<file path="src/rtl/calc_pkg.sv">
// Shared types for the calc controller: state codes, datapath mux/ALU codes,
// register-file map and the decoded control word.
package calc_pkg;

    localparam logic [2:0] ST_IDLE   = 3'd0;
    localparam logic [2:0] ST_CLR    = 3'd1;
    localparam logic [2:0] ST_LOAD_A = 3'd2;
    localparam logic [2:0] ST_LOAD_B = 3'd3;
    localparam logic [2:0] ST_EXEC   = 3'd4;
    localparam logic [2:0] ST_SHOW   = 3'd5;
    localparam logic [2:0] ST_DONE   = 3'd6;

    typedef enum logic [2:0] {
        S_IDLE   = ST_IDLE,
`ifdef CALC_CTRL_CLR_EN
        S_CLR    = ST_CLR,
`endif
        S_LOAD_A = ST_LOAD_A,
        S_LOAD_B = ST_LOAD_B,
        S_EXEC   = ST_EXEC,
        S_SHOW   = ST_SHOW,
        S_DONE   = ST_DONE
    } state_e;

    // Datapath input-mux select codes.
    typedef enum logic [1:0] {
        SEL_ALU  = 2'b00,
        SEL_ZERO = 2'b01,
        SEL_IN2  = 2'b10,
        SEL_IN1  = 2'b11
    } sel_e;

    typedef enum logic [1:0] {
        OP_ADD = 2'b00,
        OP_SUB = 2'b01,
        OP_AND = 2'b10,
        OP_XOR = 2'b11
    } alu_op_e;

    // Register map: operands in R0/R1, result in R2.
    typedef enum logic [1:0] {
        R0 = 2'd0,
        R1 = 2'd1,
        R2 = 2'd2
    } reg_e;

    typedef struct packed {
        sel_e    s1;
        logic    we;
        reg_e    wa;
        logic    rea;
        reg_e    raa;
        logic    reb;
        reg_e    rab;
        alu_op_e c;
        logic    s2;
        logic    done;
    } ctrl_t;

    localparam ctrl_t CTRL_IDLE = '{
        s1:   SEL_ZERO,
        we:   1'b0,
        wa:   R0,
        rea:  1'b0,
        raa:  R0,
        reb:  1'b0,
        rab:  R0,
        c:    OP_ADD,
        s2:   1'b0,
        done: 1'b0
    };

endpackage

</file>
<file path="src/rtl/calc_ctrl_if.sv">
// Control bus between calc_ctrl and its datapath; the master modport is the
// controller's view (go/op in, datapath controls out).
interface calc_ctrl_if;

    logic       go;
    logic [1:0] op;
    logic [1:0] s1;
    logic       we;
    logic [1:0] wa;
    logic       rea;
    logic       reb;
    logic [1:0] raa;
    logic [1:0] rab;
    logic [1:0] c;
    logic       s2;
    logic       busy;
    logic       done;

    modport master (
        input  go, op,
        output s1, we, wa, rea, reb, raa, rab, c, s2, busy, done
    );

    modport slave (
        output go, op,
        input  s1, we, wa, rea, reb, raa, rab, c, s2, busy, done
    );

endinterface

</file>
<file path="src/rtl/calc_ctrl.sv">
// Moore controller sequencing load A, load B, execute, show and done on a
// register-file/ALU datapath. Optional macro CALC_CTRL_CLR_EN adds a CLR state.
module calc_ctrl
    import calc_pkg::*;
#(
    parameter int unsigned OUT_CYC = 2  // result display cycles, 1..15
) (
    input  logic       clk,
    input  logic       rst_n,
    calc_ctrl_if.master bus
);

    localparam logic [3:0] SHOW_LAST = 4'(OUT_CYC - 1);

    state_e     state;
    state_e     state_nxt;
    alu_op_e    op_q;
    logic [3:0] show_cnt;
    ctrl_t      ctl;

    // NOTE: every combinational output gets a default before the case so no
    // path leaves it unassigned, which would infer a latch.
    always_comb begin
        state_nxt = state;
        case (state)
            S_IDLE: begin
                if (bus.go) begin
`ifdef CALC_CTRL_CLR_EN
                    state_nxt = S_CLR;
`else
                    state_nxt = S_LOAD_A;
`endif
                end
            end
`ifdef CALC_CTRL_CLR_EN
            S_CLR:    state_nxt = S_LOAD_A;
`endif
            S_LOAD_A: state_nxt = S_LOAD_B;
            S_LOAD_B: state_nxt = S_EXEC;
            S_EXEC:   state_nxt = S_SHOW;
            S_SHOW: begin
                if (show_cnt == SHOW_LAST) begin
                    state_nxt = S_DONE;
                end
            end
            S_DONE:   state_nxt = S_IDLE;
            default:  state_nxt = S_IDLE;
        endcase
    end

    // NOTE: state registers use non-blocking assignments so every flop
    // samples pre-edge values regardless of statement order.
    always_ff @(posedge clk or negedge rst_n) begin
        if (!rst_n) begin
            state    <= S_IDLE;
            op_q     <= OP_ADD;
            show_cnt <= '0;
        end else begin
            state <= state_nxt;
            if (state == S_IDLE && bus.go) begin
                op_q <= alu_op_e'(bus.op);
            end
            if (state == S_SHOW && show_cnt != SHOW_LAST) begin
                show_cnt <= show_cnt + 4'd1;
            end else begin
                show_cnt <= '0;
            end
        end
    end

    // Outputs decode from the state register alone.
    always_comb begin
        ctl = CTRL_IDLE;
        case (state)
`ifdef CALC_CTRL_CLR_EN
            S_CLR: begin
                ctl.s1 = SEL_ZERO;
                ctl.we = 1'b1;
                ctl.wa = R2;
            end
`endif
            S_LOAD_A: begin
                ctl.s1 = SEL_IN1;
                ctl.we = 1'b1;
                ctl.wa = R0;
            end
            S_LOAD_B: begin
                ctl.s1 = SEL_IN2;
                ctl.we = 1'b1;
                ctl.wa = R1;
            end
            S_EXEC: begin
                ctl.rea = 1'b1;
                ctl.raa = R0;
                ctl.reb = 1'b1;
                ctl.rab = R1;
                ctl.c   = op_q;
                ctl.s1  = SEL_ALU;
                ctl.we  = 1'b1;
                ctl.wa  = R2;
            end
            S_SHOW: begin
                // R2 + 0 through the ALU puts the stored result on out.
                ctl.rea = 1'b1;
                ctl.raa = R2;
                ctl.c   = OP_ADD;
                ctl.s2  = 1'b1;
            end
            S_DONE: begin
                ctl.done = 1'b1;
            end
            default: ctl = CTRL_IDLE;
        endcase
    end

    assign bus.s1   = ctl.s1;
    assign bus.we   = ctl.we;
    assign bus.wa   = ctl.wa;
    assign bus.rea  = ctl.rea;
    assign bus.raa  = ctl.raa;
    assign bus.reb  = ctl.reb;
    assign bus.rab  = ctl.rab;
    assign bus.c    = ctl.c;
    assign bus.s2   = ctl.s2;
    assign bus.done = ctl.done;
    assign bus.busy = (state != S_IDLE);

endmodule

</file>
<file path="src/flat_wrapper.sv">
// flat-port wrapper written by rule: the top's interface ports become plain ports
module calc_ctrl_flat import calc_pkg::*;
#(
    parameter int unsigned OUT_CYC = 2                                 
)
  (clk, rst_n, bus_go, bus_op, bus_s1, bus_we, bus_wa, bus_rea, bus_reb, bus_raa, bus_rab, bus_c, bus_s2, bus_busy, bus_done);
  calc_ctrl_if bus_i ();
  input  logic clk;
  input  logic rst_n;
  input wire logic [$bits(bus_i.go)-1:0] bus_go;
  input wire logic [$bits(bus_i.op)-1:0] bus_op;
  output wire logic [$bits(bus_i.s1)-1:0] bus_s1;
  output wire logic [$bits(bus_i.we)-1:0] bus_we;
  output wire logic [$bits(bus_i.wa)-1:0] bus_wa;
  output wire logic [$bits(bus_i.rea)-1:0] bus_rea;
  output wire logic [$bits(bus_i.reb)-1:0] bus_reb;
  output wire logic [$bits(bus_i.raa)-1:0] bus_raa;
  output wire logic [$bits(bus_i.rab)-1:0] bus_rab;
  output wire logic [$bits(bus_i.c)-1:0] bus_c;
  output wire logic [$bits(bus_i.s2)-1:0] bus_s2;
  output wire logic [$bits(bus_i.busy)-1:0] bus_busy;
  output wire logic [$bits(bus_i.done)-1:0] bus_done;
  assign bus_i.go = bus_go;
  assign bus_i.op = bus_op;
  assign bus_s1 = bus_i.s1;
  assign bus_we = bus_i.we;
  assign bus_wa = bus_i.wa;
  assign bus_rea = bus_i.rea;
  assign bus_reb = bus_i.reb;
  assign bus_raa = bus_i.raa;
  assign bus_rab = bus_i.rab;
  assign bus_c = bus_i.c;
  assign bus_s2 = bus_i.s2;
  assign bus_busy = bus_i.busy;
  assign bus_done = bus_i.done;
  calc_ctrl #(.OUT_CYC(OUT_CYC)) u_core (.clk(clk), .rst_n(rst_n), .bus(bus_i));
endmodule
</file>
<file path="config.mk">
export PLATFORM = sky130hd
export DESIGN_NAME = calc_ctrl_flat
export DESIGN_NICKNAME = d
export VERILOG_FILES = /design/src/rtl/calc_pkg.sv /design/src/rtl/calc_ctrl_if.sv /design/src/rtl/calc_ctrl.sv /design/src/flat_wrapper.sv
export SDC_FILE = /design/constraint.sdc
export NUM_CORES = 1
export LEC_CHECK = 0
export ABC_AREA = 1
export BUFFER_PORTS_ARGS = -buffer_cell sky130_fd_sc_hd__buf_4
export CORE_UTILIZATION = 40
export CTS_BUF_LIST = sky130_fd_sc_hd__clkbuf_8
export CTS_CLUSTER_DIAMETER = 40
export DETAILED_ROUTE_END_ITERATION = 12
export GPL_ROUTABILITY_DRIVEN = 0
export PLACE_DENSITY = 0.71
export SLEW_MARGIN = 20
export SYNTH_ARGS = -nofsm -noshare
export SYNTH_HDL_FRONTEND = slang
export SYNTH_SLANG_ARGS = --single-unit
export TNS_END_PERCENT = 100
</file>
<file path="constraint.sdc">
create_clock -name clk -period 1.1 [get_ports clk]
set_input_delay 0.22 -clock clk [delete_from_list [all_inputs] [get_ports clk]]
set_output_delay 0.22 -clock clk [all_outputs]
set_load 0.02 [all_outputs]
</file>
# Word level (Yosys, flattened, before mapping)
# Index checks and enable logic that the tools add are counted.
# word_totals
wordCells,28
output_inout_bits,16
register_bits,9
# op_classes
n_mux,10
n_addsub,1
n_eq_ne,9
n_reduce_logical,5
# ops
operator,count
3-bit case mux with 5 select lines,1
5-bit case mux with 3 select lines,1
3-bit == test (second input constant),3
3-bit two-way mux,3
3-bit by 2-bit == test with 1-bit output (second input constant),2
3-bit case mux with 2 select lines,1
4-bit by 1-bit adder with 4-bit output (second input constant),1
4-bit by 1-bit == test with 1-bit output (second input constant),1
4-bit two-way mux,1
4-bit by 1-bit != test with 1-bit output (second input constant),1
3-bit logical NOT,1
3-bit nonzero test,1
1-bit logical AND,2
1-bit two-way mux,2
2-bit two-way mux,1
2-bit by 1-bit != test with 1-bit output (second input constant),1
2-bit != test (second input constant),1
2-bit AND reduction,1

# Longest topological paths before layout
# Gate-level depths: netlist of run 1.
# logic_depth
word_depth,3
depth_mapped,6
ltp_nobuf,6

# Least setup slack after synthesis of run 1
# No wires, ideal clock.
# synth_path
kind,register to output
startpoint,register u_core.state[1]
endpoint,output port bus_raa[1]
setup_slack_ns,-0.547
t_required_ns,0.880
stages_incl_launch_ff,5
n_path_buf,0
arrival_time_ns,1.427
cell_sequence,dfrtp_1 -> inv_1 -> ha_1 -> inv_1 -> nor3_1
# synth_between
elab_chain_len,2
elab_cells_between_ends,3
classes_between,2 x eq/ne; 1 x mux
# synth_lines
element,line_no,rtl
"start, declared",calc_ctrl.sv:15,state_e state;
"start signal, assigned",calc_ctrl.sv:59,state <= state_nxt;
3-bit == test,calc_ctrl.sv:74,case (state)
3-bit case mux with 2 select lines *,calc_ctrl.sv:74,
"end, declared",flat_wrapper.sv:17,output wire logic [$bits(bus_i.raa)-1:0] bus_raa;
# Mark *: on every way between the ends. The rest lies on a longest branch, timed or not.

# Worst setup path after layout of run 1
# layout_path
startpoint,register u_core.state[0]
endpoint,output port bus_we
# layout_between
elab_chain_len,2
elab_cells_between_ends,4
classes_between,3 x eq/ne; 1 x mux
# layout_lines
element,line_no,rtl
3-bit == test or 3-bit by 2-bit == test with 1-bit output (tied branches),calc_ctrl.sv:74,
5-bit case mux with 3 select lines *,calc_ctrl.sv:74,
"end, declared",flat_wrapper.sv:13,output wire logic [$bits(bus_i.we)-1:0] bus_we;
# Marked as above.

==> impl_metrics.ini, run 1 <==
[die]
die_x_um = 38.38
ios = 21
die_h_um = 38.38
die_area_mm2 = 0.001473
core_mm2 = 0.001171
rows = 12
initial_core_util = 0.4519

[timing]
hold_viol = 0
fin_crit_sh = 1.319
setup_ws_ps = -351.0
rsz0062_at_grt = true
fmax_mhz = 689.2
slew_violations = 0
fin_tns_setup_ps = -4897
finalSetupViolCount = 21
skew_ps = 6.084
finalCriticalPeriod_ps = 1451

[critical_path]
arrival_ps = 1230
crit_type = reg2out
cp_max_fo = 6
r2r_end = u_core.state[2]
r2r_cells = 7
critPathLaunchType = flop
path_cells = inv_2 > nand3_4 > nand2_2 > inv_2 > nand2_2 > buf_6
slowest_delay_ps = 480
cpMaxStageDelayCell = dfrtp_2
cp.required_ps = 880
rrSetupSlack_ps = -180
cpLargestDelayFamily = flip-flops
rr_startpoint = u_core.state[2]
cp-end-kind = output port
critPathBufInv = 3

[detailed_routing]
postRouteAntennaNets = 0
vias = 606
routed_wl_mm = 1.835
first_iter_violations = 4
wire_per_inst_um = 15.68
dr.pass1.iters = 4
via_per_inst = 5.179
drcViolationCount = 0

[global_route]
grt_usage = 0.2441
grt_overflow = 0
antenna_found_initial = 0
grt_pass1_vias = 561
grt_max_degree = 10
grt_pass1_wl_mm = 2.325

[cts]
cts_tree = yes
worstSkewPairLatency_ps = 240
cts.reportedPaths.clkPinSlew_ps = 50
clockBufferDepth = 2
cts_sinks = 9
numCtsBuffers = 3
h-tree-depth = 1
cts_root_buf = clkbuf_8

[power_and_ir_drop]
switching_power_w = 0.001351
clkPwrFrac = 0.131
swShare = 0.4636
intPower_w = 0.001563
leakage_nw = 0.5077
ir_worst_vdd_uv = 1788
p_per_area_mw_per_mm2 = 2880
combPwrFrac = 0.667
p_seq_frac = 0.201

[logic_synthesis]
ys_types = 17
syn_avg_cell_area_um2 = 7.783
yosysSeqAreaShare = 0.4255
synth_warnings = 0
synth_cells = 68
ys_seq_elements = 9
synth_area_um2 = 529.3

[outcome]
violations = setup timing
status = complete, but fails checks

[layout]
syn_to_final_growth_pct = 91.25
drive_gt1_frac = 0.6311
layout.cells.non_filler = 117
final_nets = 113
antenna_cells = 0

[min_path]
min_to = u_core.op_q[0]
hp-class = in2reg
min_delay_path_depth = 3
hp-start = bus_op[0]

[placed_design]
hpwl_um = 961.4
numPortBuffers = 18
place_inst = 108

[run]
max_cap_viol_count = 0
what timing repair did:
| action | CTS | global route |
|---|---|---|
| pin swaps | 4 | 4 |
| gates resized for setup | 22 | 14 |
| hold buffers | 1 | 0 |
| cloned | 0 | 0 |
| setup endpoints to repair | 20 | 23 |
| endpoints found under the hold margin | 9 | 0 |
| setup buffers | 1 | 5 |
layer usage:
layer  routed length, um  part of all wire  global-route usage
met3                  75             0.041             0.04070
met4                  80             0.044              0.1724
met1                 570              0.31              0.2135
met2                1109              0.60              0.4831
met5                   0                 0                   0
kinds of logic after synthesis:
kind of cell | Yosys count | share of synthesized area
buffers and inverters | 15 | 0.1277
DFF | 9 | 0.4255
AOI/OAI and AO/OA | 5 | 0.05202
other | 1 | 0.007085
xor gates and xnor gates | 2 | 0.03310
adders and majority gates | 4 | 0.09457
and+or+nand+nor | 32 | 0.2600
power by group through the flow:
stage	Sequential (W)	Combinational, W	Clock (W)
2_1_floorplan	0.000539	0.000807	0
3_3_place_gp	0.000523	0.00131	0
3_5_place_dp	0.000529	0.00134	0
4_1_cts	0.000560	0.00157	0.000385
5_1_grt	0.000592	0.00206	0.000404
6_report	0.000587	0.00195	0.000383
final cells by class:
type / count / area [um^2]
clock buffer: 3 / 41.29
sequential: 9 / 229.0
inverter: 12 / 50.05
clock inverter: 1 / 3.754
multi-input combinational: 45 / 371.6
tap: 14 / 17.52
timing repair buffer: 33 / 299.0
fill: 65 / 158.9
flip-flops by register name, indices dropped and copies added, names as in the netlist:
signal / count
u_core.op_q: 2
u_core.state: 3
u_core.show_cnt: 4
synth_stat cells, drive strengths merged:
| cell | n | area (um^2) |
|---|---|---|
| dfrtp | 9 | 225.2 |
| nand3 | 4 | 20.02 |
| a21oi | 2 | 10.01 |
| ha | 4 | 50.05 |
| nor3 | 2 | 10.01 |
| clkinv | 1 | 3.750 |
| conb | 1 | 3.750 |
| xnor2 | 1 | 8.760 |
| o21bai | 1 | 7.510 |
| nor2 | 13 | 53.80 |
| inv | 11 | 41.29 |
| buf | 3 | 22.52 |
| nand2 | 13 | 53.80 |
| o21ai | 2 | 10.01 |
| xor2 | 1 | 8.760 |
stage by stage:
stage	utilization	power, W	hold WS (ps)	setup WS [ps]	cell area [um^2]
floorplan	-	0.001346	-75.59	-118.6	584.3
global placement	0.6741	0.001837	48.09	-85.90	789.5
detailed placement	0.6741	0.001873	49.75	-101.6	789.5
CTS	0.7895	0.002511	246.7	-320.6	924.6
global route	0.8643	0.003058	253.5	-390.1	1012
finish	0.8643	0.002915	250.0	-351.0	1012
tightest hold or removal path, delay by kind of cell:
kind	cells	cell delay (ps)
compound gates	1	40
buf+inv	1	120
simple gates	1	70
layout by cell type, fill, tap and decap left out, drive strengths merged:
cell / count
buf: 32
nor2: 13
nand2: 13
inv: 12
dfrtp: 9
nand3: 4
ha: 4
clkbuf: 3
nor3: 2
conb: 2
a21oi: 2
o21ai: 2
xnor2: 1
xor2: 1
clkinv: 1
o21bai: 1
dlygate4sd3: 1
how the worst max path moves through the flow:
stage                     cells past startpoint    endpoint       startpoint  slack (ps)
after floorplan                               4  bus_raa[1]  u_core.state[1]        -120
after detailed placement                      6      bus_we  u_core.state[1]        -100
final                                         6      bus_we  u_core.state[0]        -350
after global routing                          6      bus_we  u_core.state[0]        -390
after global placement                        6      bus_we  u_core.state[2]         -90
after CTS                                     6      bus_we  u_core.state[2]        -320
(Power assumes the default switching activity.)
==> inputs of run 2 (changes only) <==
- CELL_PAD_IN_SITES_DETAIL_PLACEMENT: unset -> 1
- CELL_PAD_IN_SITES_GLOBAL_PLACEMENT: unset -> 1
- CORE_UTILIZATION: 40 -> 30
- PLACE_DENSITY: 0.71 -> 0.74
==> run 2 against run 1 <==
  * Combinational power down 7%
  * Global-route usage is 7.4 points lower
  * Hold slack worse by 1.6 ps
  * Die area grew 31%
  * The flow finishes with violations (DRC, setup timing)
  * Core utilization is 23 points lower
  * Total power shrank 5.2%
  * Clock-buffer cell count is the same
==> impl_metrics.ini, run 2 (same netlist as run 1, synthesis figures left out) <==
[power_and_ir_drop]
clkPwrFrac = 0.135
p_per_area_mw_per_mm2 = 2758
switching_power_w = 0.001226
ir_worst_vdd_uv = 1171
combPwrFrac = 0.657
leakage_nw = 0.5001
finalPower_w = 0.002764
intPower_w = 0.001538
swShare = 0.4436
p_seq_frac = 0.208

[timing]
skew_ps = 4.874
setup_ws_ps = -343.1
hold_viol = 0
finalSetupViolCount = 21
rsz0062_at_grt = true
finalCriticalPeriod_ps = 1443
fmax_mhz = 693.0
fin_tns_setup_ps = -4299
slew_violations = 0
fin_crit_sh = 1.312
hold_slack_ps = 248.4

[detailed_routing]
wire_per_inst_um = 12.56
routed_wl_mm = 1.495
vias = 565
drcViolationCount = 1
first_iter_violations = 3
postRouteAntennaNets = 0
via_per_inst = 4.748
dr.pass1.iters = 7

[layout]
seq_area_um2 = 229.0
mostFrequentLayoutCell = buf_4
multi_input_area_um2 = 361.6
syn_to_final_growth_pct = 89.36
regMostFlops = u_core.show_cnt
antenna_cells = 0
top_regs = u_core.show_cnt (4), u_core.state (3), u_core.op_q (2)
largest_register_ffs = 4
final_cell_mix = 19 x buf_4, 13 x buf_6, 7 x nand2_2, 7 x nor2_1
final_nets = 113
drive_gt1_frac = 0.6311
num-fill-cells = 176
layout.cells.non_filler = 119

[die]
die_h_um = 44
initial_core_util = 0.3357
core_mm2 = 0.001577
die_x_um = 44
ios = 21
die_area_mm2 = 0.001936
rows = 14

[cts]
numCtsBuffers = 3
clockBufferDepth = 2
cts_tree = yes
cts.reportedPaths.clkPinSlew_ps = 50
cts_root_buf = clkbuf_8
worstSkewPairLatency_ps = 230
cts_sinks = 9
h-tree-depth = 1

[global_route]
grt_max_degree = 10
grt_overflow = 0
antenna_found_initial = 0
grt_pass1_vias = 579
grt_pass1_wl_mm = 2.394
grt_usage = 0.1702

[critical_path]
cpMaxStageDelayCell = dfrtp_2
r2r_cells = 5
cp_max_fo = 4
arrival_ps = 1220
path_cells = inv_4 > ha_4 > inv_2 > nor3_4 > buf_6
cpLargestDelayFamily = flip-flops
critPathLaunchType = flop
rrSetupSlack_ps = -70
r2r_end = u_core.op_q[1]
cp.required_ps = 880
critPathBufInv = 3
crit_cells = 5
cp-end-kind = output port
crit_type = reg2out
rr_startpoint = u_core.state[2]
slowest_delay_ps = 450

[min_path]
min_to = u_core.op_q[0]
min_delay_path_depth = 3
hp-class = in2reg
hp-start = bus_op[0]

[placed_design]
place_inst = 111
numPortBuffers = 18
hpwl_mm = 1.077

[run]
max_cap_viol_count = 0

[outcome]
status = complete, but fails checks
violations = DRC, setup timing
==> run 2: through the flow <==
step	instance area, um^2	utilization	setup WS [ps]
2_1_floorplan	584.3	-	-118.6
3_3_place_gp	799.5	0.5071	-88.78
3_5_place_dp	799.5	0.5071	-141.5
4_1_cts	949.7	0.6024	-329.2
5_1_grt	1002	0.6357	-403.2
6_report	1002	0.6357	-343.1
==> run 2: per-layer routing <==
layer  vias to the layer above  GRT usage  wire length [um]
met3                         4    0.03750                54
met2                        16     0.3265               891
met4                         0    0.05455                23
met1                       274     0.1802               525
met5                         -          0                 0
li1                        271          -                 -
==> run 2: worst max path at each step <==
| stage | startpoint | endpoint | slack (ps) |
|---|---|---|---|
| final | u_core.state[1] | bus_raa[1] | -340 |
| after floorplan | u_core.state[1] | bus_raa[1] | -120 |
| after detailed placement | u_core.state[1] | bus_we | -140 |
| after global placement | u_core.state[1] | bus_we | -90 |
| after global routing | u_core.state[1] | bus_raa[1] | -400 |
| after CTS | u_core.state[0] | bus_we | -330 |
==> run 2: repair_timing <==
action | CTS | global route
resized for setup | 23 | 10
pin swaps | 2 | 8
endpoints found under the hold margin | 9 | 0
buffers inserted | 1 | 3
setup endpoints to repair | 21 | 23
hold buffers | 1 | 0
==> run 2: power groups by stage <==
| stage | Clock [W] | Sequential (W) | Combinational [W] |
|---|---|---|---|
| after global placement | 0 | 0.000523 | 0.00134 |
| after floorplan | 0 | 0.000539 | 0.000807 |
| after CTS | 0.000385 | 0.000559 | 0.00163 |
| after detailed placement | 0 | 0.000527 | 0.00138 |
| after global routing | 0.000400 | 0.000592 | 0.00196 |
| final | 0.000373 | 0.000575 | 0.00182 |
==> run 2: worst reg2reg max path, cell delays in order (launching register included) <==
cell and delay (ps):
dfrtp_2 480, nor2_4 180, buf_4 140, nand3_4 90, nor2_4 110, a21oi_1 40
==> run 2: area by class of cell <==
cell class                      instances  area share
Clock buffer                            3     0.04120
Clock inverter                          1    0.003745
Inverter                               12     0.04744
Multi-Input combinational cell         45      0.3608
Sequential cell                         9      0.2285
Tap cell                               16     0.01998
Timing Repair Buffer                   33      0.2984
